**src/rtl/tl_phase_scheduler.sv**
```systemverilog
// Two-road demand-actuated phase scheduler: green/yellow/all-red sequencing with min/max green and night flashing yellow.
// Lamps decode combinationally from registered state; phase_start and counters are registered.
module tl_phase_scheduler #(
    parameter int CNT_WIDTH = 11
) (
    input  logic                 clk,
    input  logic                 rst,
    input  logic                 tick_1s,
    input  logic                 hold,
    input  logic                 night_mode,
    input  logic                 req1,
    input  logic                 req2,
    input  logic [CNT_WIDTH-1:0] cfg_min_green,
    input  logic [CNT_WIDTH-1:0] cfg_max_green,
    input  logic [CNT_WIDTH-1:0] cfg_yellow,
    input  logic [CNT_WIDTH-1:0] cfg_allred,
    output logic                 R1,
    output logic                 Y1,
    output logic                 G1,
    output logic                 R2,
    output logic                 Y2,
    output logic                 G2,
    output logic [2:0]           phase,
    output logic [CNT_WIDTH-1:0] cnt,
    output logic                 phase_start,
    output logic                 req1_pending,
    output logic                 req2_pending
);

    typedef enum logic [2:0] {
        S_NIGHT = 3'd0,
        S_G1    = 3'd1,
        S_Y1    = 3'd2,
        S_AR1   = 3'd3,
        S_G2    = 3'd4,
        S_Y2    = 3'd5,
        S_AR2   = 3'd6
    } state_t;

    localparam logic [CNT_WIDTH-1:0] ONE = {{(CNT_WIDTH-1){1'b0}}, 1'b1};

    state_t               state_q, state_d;
    logic [CNT_WIDTH-1:0] cnt_q, cnt_d;
    logic [CNT_WIDTH-1:0] elapsed_q, elapsed_d;
    logic                 p1_q, p1_d;
    logic                 p2_q, p2_d;
    logic                 blink_q, blink_d;
    logic                 ps_q, ps_d;
    logic                 entry;
    logic                 second;
    logic                 cnt_zero;

    assign cnt_zero = (cnt_q == '0);
    assign second   = tick_1s && !hold;

    always_comb begin
        state_d = state_q;
        if (night_mode) begin
            state_d = S_NIGHT;
        end else begin
            case (state_q)
                S_NIGHT: state_d = S_AR2;
                S_G1:    if (p2_q && (elapsed_q >= cfg_min_green || cnt_zero)) state_d = S_Y1;
                S_Y1:    if (cnt_zero) state_d = S_AR1;
                S_AR1:   if (cnt_zero) state_d = S_G2;
                S_G2:    if (p1_q && (elapsed_q >= cfg_min_green || cnt_zero)) state_d = S_Y2;
                S_Y2:    if (cnt_zero) state_d = S_AR2;
                S_AR2:   if (cnt_zero) state_d = S_G1;
                default: state_d = S_AR2;
            endcase
        end
    end

    assign entry = (state_d != state_q);

    // Durations are captured only on phase entry; mid-phase cfg edits wait for the next phase.
    always_comb begin
        cnt_d     = cnt_q;
        elapsed_d = elapsed_q;
        if (entry) begin
            elapsed_d = '0;
            case (state_d)
                S_G1, S_G2:   cnt_d = cfg_max_green;
                S_Y1, S_Y2:   cnt_d = cfg_yellow;
                S_AR1, S_AR2: cnt_d = cfg_allred;
                default:      cnt_d = '0;
            endcase
        end else if (second) begin
            if (!cnt_zero)        cnt_d     = cnt_q - ONE;
            if (elapsed_q != '1)  elapsed_d = elapsed_q + ONE;
        end
    end

    always_comb begin
        p1_d = p1_q;
        p2_d = p2_q;
        if (req1 && state_q != S_G1) p1_d = 1'b1;
        if (req2 && state_q != S_G2) p2_d = 1'b1;
        if (entry && state_d == S_G1) p1_d = 1'b0;
        if (entry && state_d == S_G2) p2_d = 1'b0;
        if (state_d == S_NIGHT || state_q == S_NIGHT) begin
            p1_d = 1'b0;
            p2_d = 1'b0;
        end
    end

    // Blink runs off the raw tick so the night flash keeps going in settings mode.
    always_comb begin
        blink_d = blink_q;
        if (entry && state_d == S_NIGHT)          blink_d = 1'b0;
        else if (state_q == S_NIGHT && tick_1s)   blink_d = !blink_q;
        ps_d = entry;
    end

    always_ff @(posedge clk) begin
        if (rst) begin
            state_q   <= S_AR2;
            cnt_q     <= cfg_allred;
            elapsed_q <= '0;
            p1_q      <= 1'b0;
            p2_q      <= 1'b0;
            blink_q   <= 1'b0;
            ps_q      <= 1'b0;
        end else begin
            state_q   <= state_d;
            cnt_q     <= cnt_d;
            elapsed_q <= elapsed_d;
            p1_q      <= p1_d;
            p2_q      <= p2_d;
            blink_q   <= blink_d;
            ps_q      <= ps_d;
        end
    end

    always_comb begin
        R1 = 1'b0;
        Y1 = 1'b0;
        G1 = 1'b0;
        R2 = 1'b0;
        Y2 = 1'b0;
        G2 = 1'b0;
        case (state_q)
            S_G1:    begin G1 = 1'b1; R2 = 1'b1; end
            S_Y1:    begin Y1 = 1'b1; R2 = 1'b1; end
            S_G2:    begin R1 = 1'b1; G2 = 1'b1; end
            S_Y2:    begin R1 = 1'b1; Y2 = 1'b1; end
            S_NIGHT: begin Y1 = blink_q; Y2 = blink_q; end
            default: begin R1 = 1'b1; R2 = 1'b1; end
        endcase
    end

    assign phase        = state_q;
    assign cnt          = cnt_q;
    assign phase_start  = ps_q;
    assign req1_pending = p1_q;
    assign req2_pending = p2_q;

endmodule
```
**config.mk**
```make
export PLATFORM = sky130hd
export DESIGN_NAME = tl_phase_scheduler
export DESIGN_NICKNAME = d
export VERILOG_FILES = /design/src/rtl/tl_phase_scheduler.sv
export SDC_FILE = /design/constraint.sdc
export NUM_CORES = 1
export LEC_CHECK = 0
export ABC_CLOCK_PERIOD_IN_PS = 4150
export CAP_MARGIN = 40
export CORE_MARGIN = 3
export CORE_UTILIZATION = 48
export DETAILED_ROUTE_END_ITERATION = 7
export PLACE_DENSITY = 0.85
export SETUP_SLACK_MARGIN = 0.1
export SYNTH_ARGS = -nofsm -noshare
export SYNTH_HDL_FRONTEND = slang
export SYNTH_SLANG_ARGS = --single-unit
```
**constraint.sdc**
```tcl
create_clock -name clk -period 4.15 [get_ports clk]
set_clock_uncertainty 0.2 [all_clocks]
set_input_delay 0.415 -clock clk [delete_from_list [all_inputs] [get_ports clk]]
set_output_delay 0.415 -clock clk [all_outputs]
set_load 0.05 [all_outputs]
```
### Word-level counts from Yosys, hierarchy flattened

Index checks and enable logic that the tools add are counted.

* add/subtract/negate cells: 2
* div/mod/pow operators: 0
* multiply operators: 0
* eq/ne operators: 17
* order comparisons: 1
* reduce and logical (&&, ||, !) cells: 28
* bitwise logic cells: 0
* muxes and demuxes: 19
* shifts and indexed selects: 0

Operators by type and width (number)
* $mux 11: 4
* $pmux 11 s3: 1
* $mux 3: 7
* $eq 3x3->1 const B: 6
* $pmux 3 s6: 1
* $eq 3x2->1 const B: 4
* $reduce_or 3->1: 4
* $add 11x1->11 const B: 1
* $ge 11x11->1: 1
* $logic_not 11->1: 1
* $ne 11x11->1 const B: 1
* $sub 11x1->11 const B: 1
* $reduce_or 2->1: 5
* $logic_and 1x1->1: 9
* $eq 3x1->1 const B: 2
* $logic_not 3->1: 2
* $ne 3x3->1 const B: 2
* $mux 1: 4
* $pmux 1 s2: 2
* $reduce_and 2->1: 2
* $ne 3x1->1 const B: 1
* $ne 3x3->1: 1
* $reduce_bool 3->1: 1
* $logic_not 1->1: 2
* $logic_or 1x1->1: 2

* register bits after elaboration: 29
* output and inout bits: 23
* latch bits: 0
* word-level logic and storage cells: 74
* memories: 0
* memory bits (writable): 0
* bits in read-only memories: 0
* input port bits: 51

### Depth between registers and ports, before layout

* word-level depth: 11
* mapped depth: 15
* mapped depth without buffers: 11

### Worst setup path after synthesis

No wires, ideal clock.

* path kind: register -> register
* start: reg state_q[0] (netlist: phase[0])
* end: reg cnt_q[0] (netlist: cnt[0]) (enable)
* required time: 3661 ps
* cell stages (with the launch flop): 10
* arrival: 3559 ps
* setup slack: 102 ps
* cells stage by stage: dfxtp_1 inv_1 nor3_1 o211ai_1 o211ai_4 and4_4 o21ai_2 or2_1 buf_6 a21o_1

* cells in the longest elaborated chain, start to end: 6
* elaborated cells between the ends (all ways): 18
* those cells by class: eq/ne (8); mux (8); reduce/logical (2)

Ends and longest elaborated chain
* start: declaration: RTL line 42 `state_t state_q, state_d;`
* start signal: assignment: RTL line 125 `state_q <= state_d;`
* $eq 3x3->1, or another cell as far along: RTL line 61 `case (state_q)`
* $pmux 3 s6: RTL line 61
* $mux 3: RTL line 58 `if (night_mode) begin`
* $ne 3x3->1 *: RTL line 74 `assign entry = (state_d != state_q);`
* $ne 3x3->1 (no line) or $reduce_bool 3->1 (tied branches)
* $reduce_and 2->1 (no line) *
* end signal: assignment: RTL line 118 `cnt_q <= cfg_allred;`
* end signal: assignment: RTL line 126 `cnt_q <= cnt_d;`
* end: declaration: RTL line 43 `logic [CNT_WIDTH-1:0] cnt_q, cnt_d;`

Mark *: on every way between the ends. The rest lies on a longest branch, timed or not.
A chain may end at the register's enable or synchronous reset.

### Final worst setup path

* start: reg cnt_q[0] (netlist: cnt[0])
* end: reg cnt_q[3] (netlist: cnt[3]), data pin

* cells in the longest elaborated chain, start to end: 11
* elaborated cells between the ends (all ways): 28
* those cells by class: add/sub (1); eq/ne (7); mux (13); reduce/logical (7)

Ends and longest elaborated chain
* $logic_not 11->1: RTL line 53 `assign cnt_zero = (cnt_q == '0);`
* $logic_or 1x1->1: RTL line 63, 66
* $logic_and 1x1->1, on equally long branches: RTL line 66, 63
* $mux 3, on equally long branches: RTL line 66, 63
* $pmux 3 s6: RTL line 61
* $mux 3: RTL line 58
* $eq 3x2->1, or another cell as far along: RTL line 82 `case (state_d)`
* $reduce_or 2->1: RTL line 82
* $pmux 11 s3: RTL line 82
* $mux 11 *: RTL line 80 `if (entry) begin`
* $mux 11 *: RTL line 116 `if (rst) begin`

Mark *: on every way between the ends. The rest lies on a longest branch, timed or not. The select of a mux whose other input is x is not followed.

==> results_dict.tcl <==
set metrics [dict create \
    rsz0062_at_grt "no" \
    grt_antenna_before_repair 0 \
    fp.dieArea_um2 6110 \
    drc 0 \
    ys_ff_latch 29 \
    syn_inst 293 \
    hold_slack_ns 0.356 \
    multi_input_area_um2 1660 \
    vias_per_cell 5.95 \
    htreeDepth 2 \
    regArea_um2 691 \
    criticalPathCategory "flip-flop to flip-flop" \
    powerDensity_nw_per_um2 290 \
    rr_startpoint "cnt[0]$_DFFE_PP_" \
    post_cts_buffers 0 \
    start_util_pct 51.2 \
    drv_cap 0 \
    setup_viol 0 \
    final.min_clock_period_ns 3.90 \
    path_clk_slew_ns 0.07 \
    rr_endpoint "cnt[3]$_DFFE_PP_" \
    finalWorstSetupSlack_ns 0.253 \
    slew_headroom_pct 39.0 \
    fin_util_pct 70.6 \
    drv_slew 0 \
    via_count 2589 \
    first_global_vias 2558 \
    synth_area_leaders "dfxtp_1 14%, edfxtp_1 13%, ha_1 6.5%" \
    boundaryPins 74 \
    leakage_nw 1.26 \
    ys_types 60 \
    drive_gt1_share_pct 12.8 \
    ys_async_sr_fraction_pct 0 \
    cp-start-kind "flip-flop" \
    hold_class "flip-flop to flip-flop" \
    hpwl_um 5550 \
    max_freq_ghz 0.257 \
    wl_per_cell_um 16.7 \
    route.met2.wl_um 3550 \
    reg2reg_setup_slack_ns 0.25 \
    place_inst 427 \
    diodes 0 \
    endpoint_kind "flip-flop" \
    cts_tree "done" \
    groute.usage.overall_pct 24.4 \
    synth_largest_type_area_fraction_pct 14.4 \
    final_nets 431 \
    grt_overflow 0 \
    layout.cells.non_filler 435 \
    synth_ff_type "dfxtp_1" \
    worst_pin_slew_ns 0.915 \
    synth_edf_count 11 \
    hold_viol_final 0 \
    antenna_left 0 \
    final_cell_area_um2 3440 \
    clock-sinks 29 \
    dr.max_layer_used "met4" \
    clockRootBuffer "clkbuf_8" \
    first_pass_iters 5 \
    finalPower_mw 1.00 \
    die_w_um 78.2 \
    arrival_ns 3.72 \
    min_period_over_period_pct 93.9 \
    worstPathRequired_ns 3.98 \
    yosys_warnings 0 \
    rows 25 \
    port_buffers 73 \
    synth_area_leader_cell "dfxtp_1" \
    syn_avg_cell_area_um2 8.53 \
    min_from "elapsed_q[10]$_SDFFE_PP0P_" \
    seq_area_frac_synth_pct 27.6 \
    holdPathEnd "elapsed_q[10]$_SDFFE_PP0P_" \
    core_area_um2 4880 \
    met1Wirelength_um 3100 \
    route.met3.wl_um 498 \
    fin_setup_tns_ns 0 \
    chipHeight_um 78.2 \
    ir_drop_v 0.000209 \
    cts_made_buffers 5 \
    insertion_delay_ns 0.29 \
    grt_max_degree 20 \
    finalWeightedCongestion 0.908 \
    syn-num-nets 357 \
    placed_cell_area_um2 3300 \
    crit_fanout 11 \
    grt_pass1_wl_um 12100 \
    syn2layout_area_growth_pct 37.8 \
    reg2reg_depth 12 \
    dpl_worst_slack_ns 0.114 \
    drt_iter0_drc 217 \
    wl_um 7260 \
    syn_area_um2 2500 \
    worstHoldPathCells 2 \
    clockBufferDepth 2 \
    n_fill_cell 416 \
    status "completed" \
]
==> registers in the layout, summed over array words and instances (netlist names) <==
register      count
phase             3
blink_q           1
cnt              11
elapsed_q        11
req1_pending      1
req2_pending      1
phase_start       1
==> area by class of cell <==
type	instances	area share (%)
inverters	17	1.85
well taps	67	2.43
clock buffers	7	3.45
flip-flops and latches	29	20.1
repair buffers	85	23.8
clock inverters	1	0.145
multi-input cells	229	48.2
==> worst max-delay path: stages (launching register included) <==
cell and delay [ns]:
edfxtp_1 0.43, inv_1 0.10, ha_1 0.21, or4b_1 0.60, or4_4 0.59, nand4_1 0.13, o21a_4 0.15, o211ai_4 0.12
a21oi_4 0.35, buf_4 0.26, nor2b_1 0.07, a211oi_1 0.32, o31ai_1 0.11
==> cell usage after synthesis, drive strengths merged, types with 2 or more instances <==
| cell type | count |
|---|---|
| dfxtp | 18 |
| nand2 | 33 |
| a311oi | 2 |
| a221oi | 8 |
| nor4 | 2 |
| nor2b | 10 |
| o21a | 3 |
| o31ai | 8 |
| mux2 | 3 |
| nor3b | 3 |
| and2 | 2 |
| xor2 | 8 |
| o22ai | 2 |
| clkbuf | 7 |
| o221ai | 2 |
| edfxtp | 11 |
| buf | 11 |
| o311ai | 2 |
| o311a | 2 |
| or4 | 2 |
| or2 | 2 |
| nand2b | 5 |
| ha | 13 |
| nand3 | 6 |
| nor2 | 28 |
| nor3 | 6 |
| nand4 | 7 |
| a211oi | 7 |
| o21ai | 12 |
| and3 | 3 |
| a21oi | 12 |
| inv | 17 |
| o211ai | 2 |
| a31oi | 2 |
| a21o | 5 |
| o31a | 8 |
| xnor2 | 10 |
| and4 | 2 |
==> layer usage <==
metal,vias to the layer above,GRT usage [%]
li1,1229,-
met1,1223,32.7
met2,120,39.9
met3,17,3.90
met4,0,8.22
met5,-,0
==> placed cells by master, fill, tap and decap left out, types with 2 or more instances in the layout <==
master	Yosys	routed
o21ai_0	10	10
o311a_1	2	2
o22ai_1	2	2
edfxtp_1	11	11
ha_1	13	13
a221oi_1	8	8
nand2_1	33	32
o31ai_1	8	8
buf_4	1	12
clkbuf_8	0	5
nor2_4	11	11
nand4_1	7	7
clkdlybuf4s50_1	0	73
nand3_1	6	6
nor3_1	6	6
a211oi_1	7	7
nand2b_1	5	5
and3_1	3	2
nor2_1	17	17
xnor2_1	10	10
and2_1	2	2
dfxtp_1	18	18
a31oi_1	2	2
a21o_1	5	5
o311ai_1	2	2
inv_1	17	17
o221ai_1	2	2
a21oi_1	11	11
clkbuf_16	0	2
mux2_2	2	2
o31a_1	8	8
nor3b_2	2	2
o21a_1	2	2
nor2b_1	10	10
xor2_1	8	8
==> cells by family after synthesis <==
group,count (synthesis),share of synthesized area (%)
flops,29,27.6
simple gates,113,26.7
fa+ha+maj,13,6.51
mux,4,1.75
buf+inv,35,6.76
compound gates,81,24.4
xor+xnor,18,6.31
==> power breakdown <==
group,internal [mW],total (mW),switching (mW)
logic,0.148,0.341,0.193
clock network,0.190,0.310,0.120
registers,0.320,0.349,0.0290
==> worst max path at each step <==
| stage | startpoint | end | slack (ns) | cells after the start |
|---|---|---|---|---|
| 3_5_place_dp | cnt[0]$_DFFE_PP_ | cnt[10]$_DFFE_PP_ | 0.11 | 12 |
| 6_report | cnt[0]$_DFFE_PP_ | cnt[3]$_DFFE_PP_ | 0.25 | 12 |
| 4_1_cts | cnt[0]$_DFFE_PP_ | cnt[10]$_DFFE_PP_ | 0.12 | 12 |
| 2_1_floorplan | phase[0]$_SDFF_PP0_ | cnt[0]$_DFFE_PP_ | 0.10 | 9 |
| 5_1_grt | cnt[0]$_DFFE_PP_ | cnt[3]$_DFFE_PP_ | 0.15 | 12 |
| 3_3_place_gp | cnt[0]$_DFFE_PP_ | cnt[8]$_DFFE_PP_ | 0.27 | 11 |
==> repair_timing <==
item,CTS,global route
endpoints found under the setup margin,4,11
resized for setup,2,3
hold buffers,0,0
No activity file was read; power rests on OpenSTA's default activity.
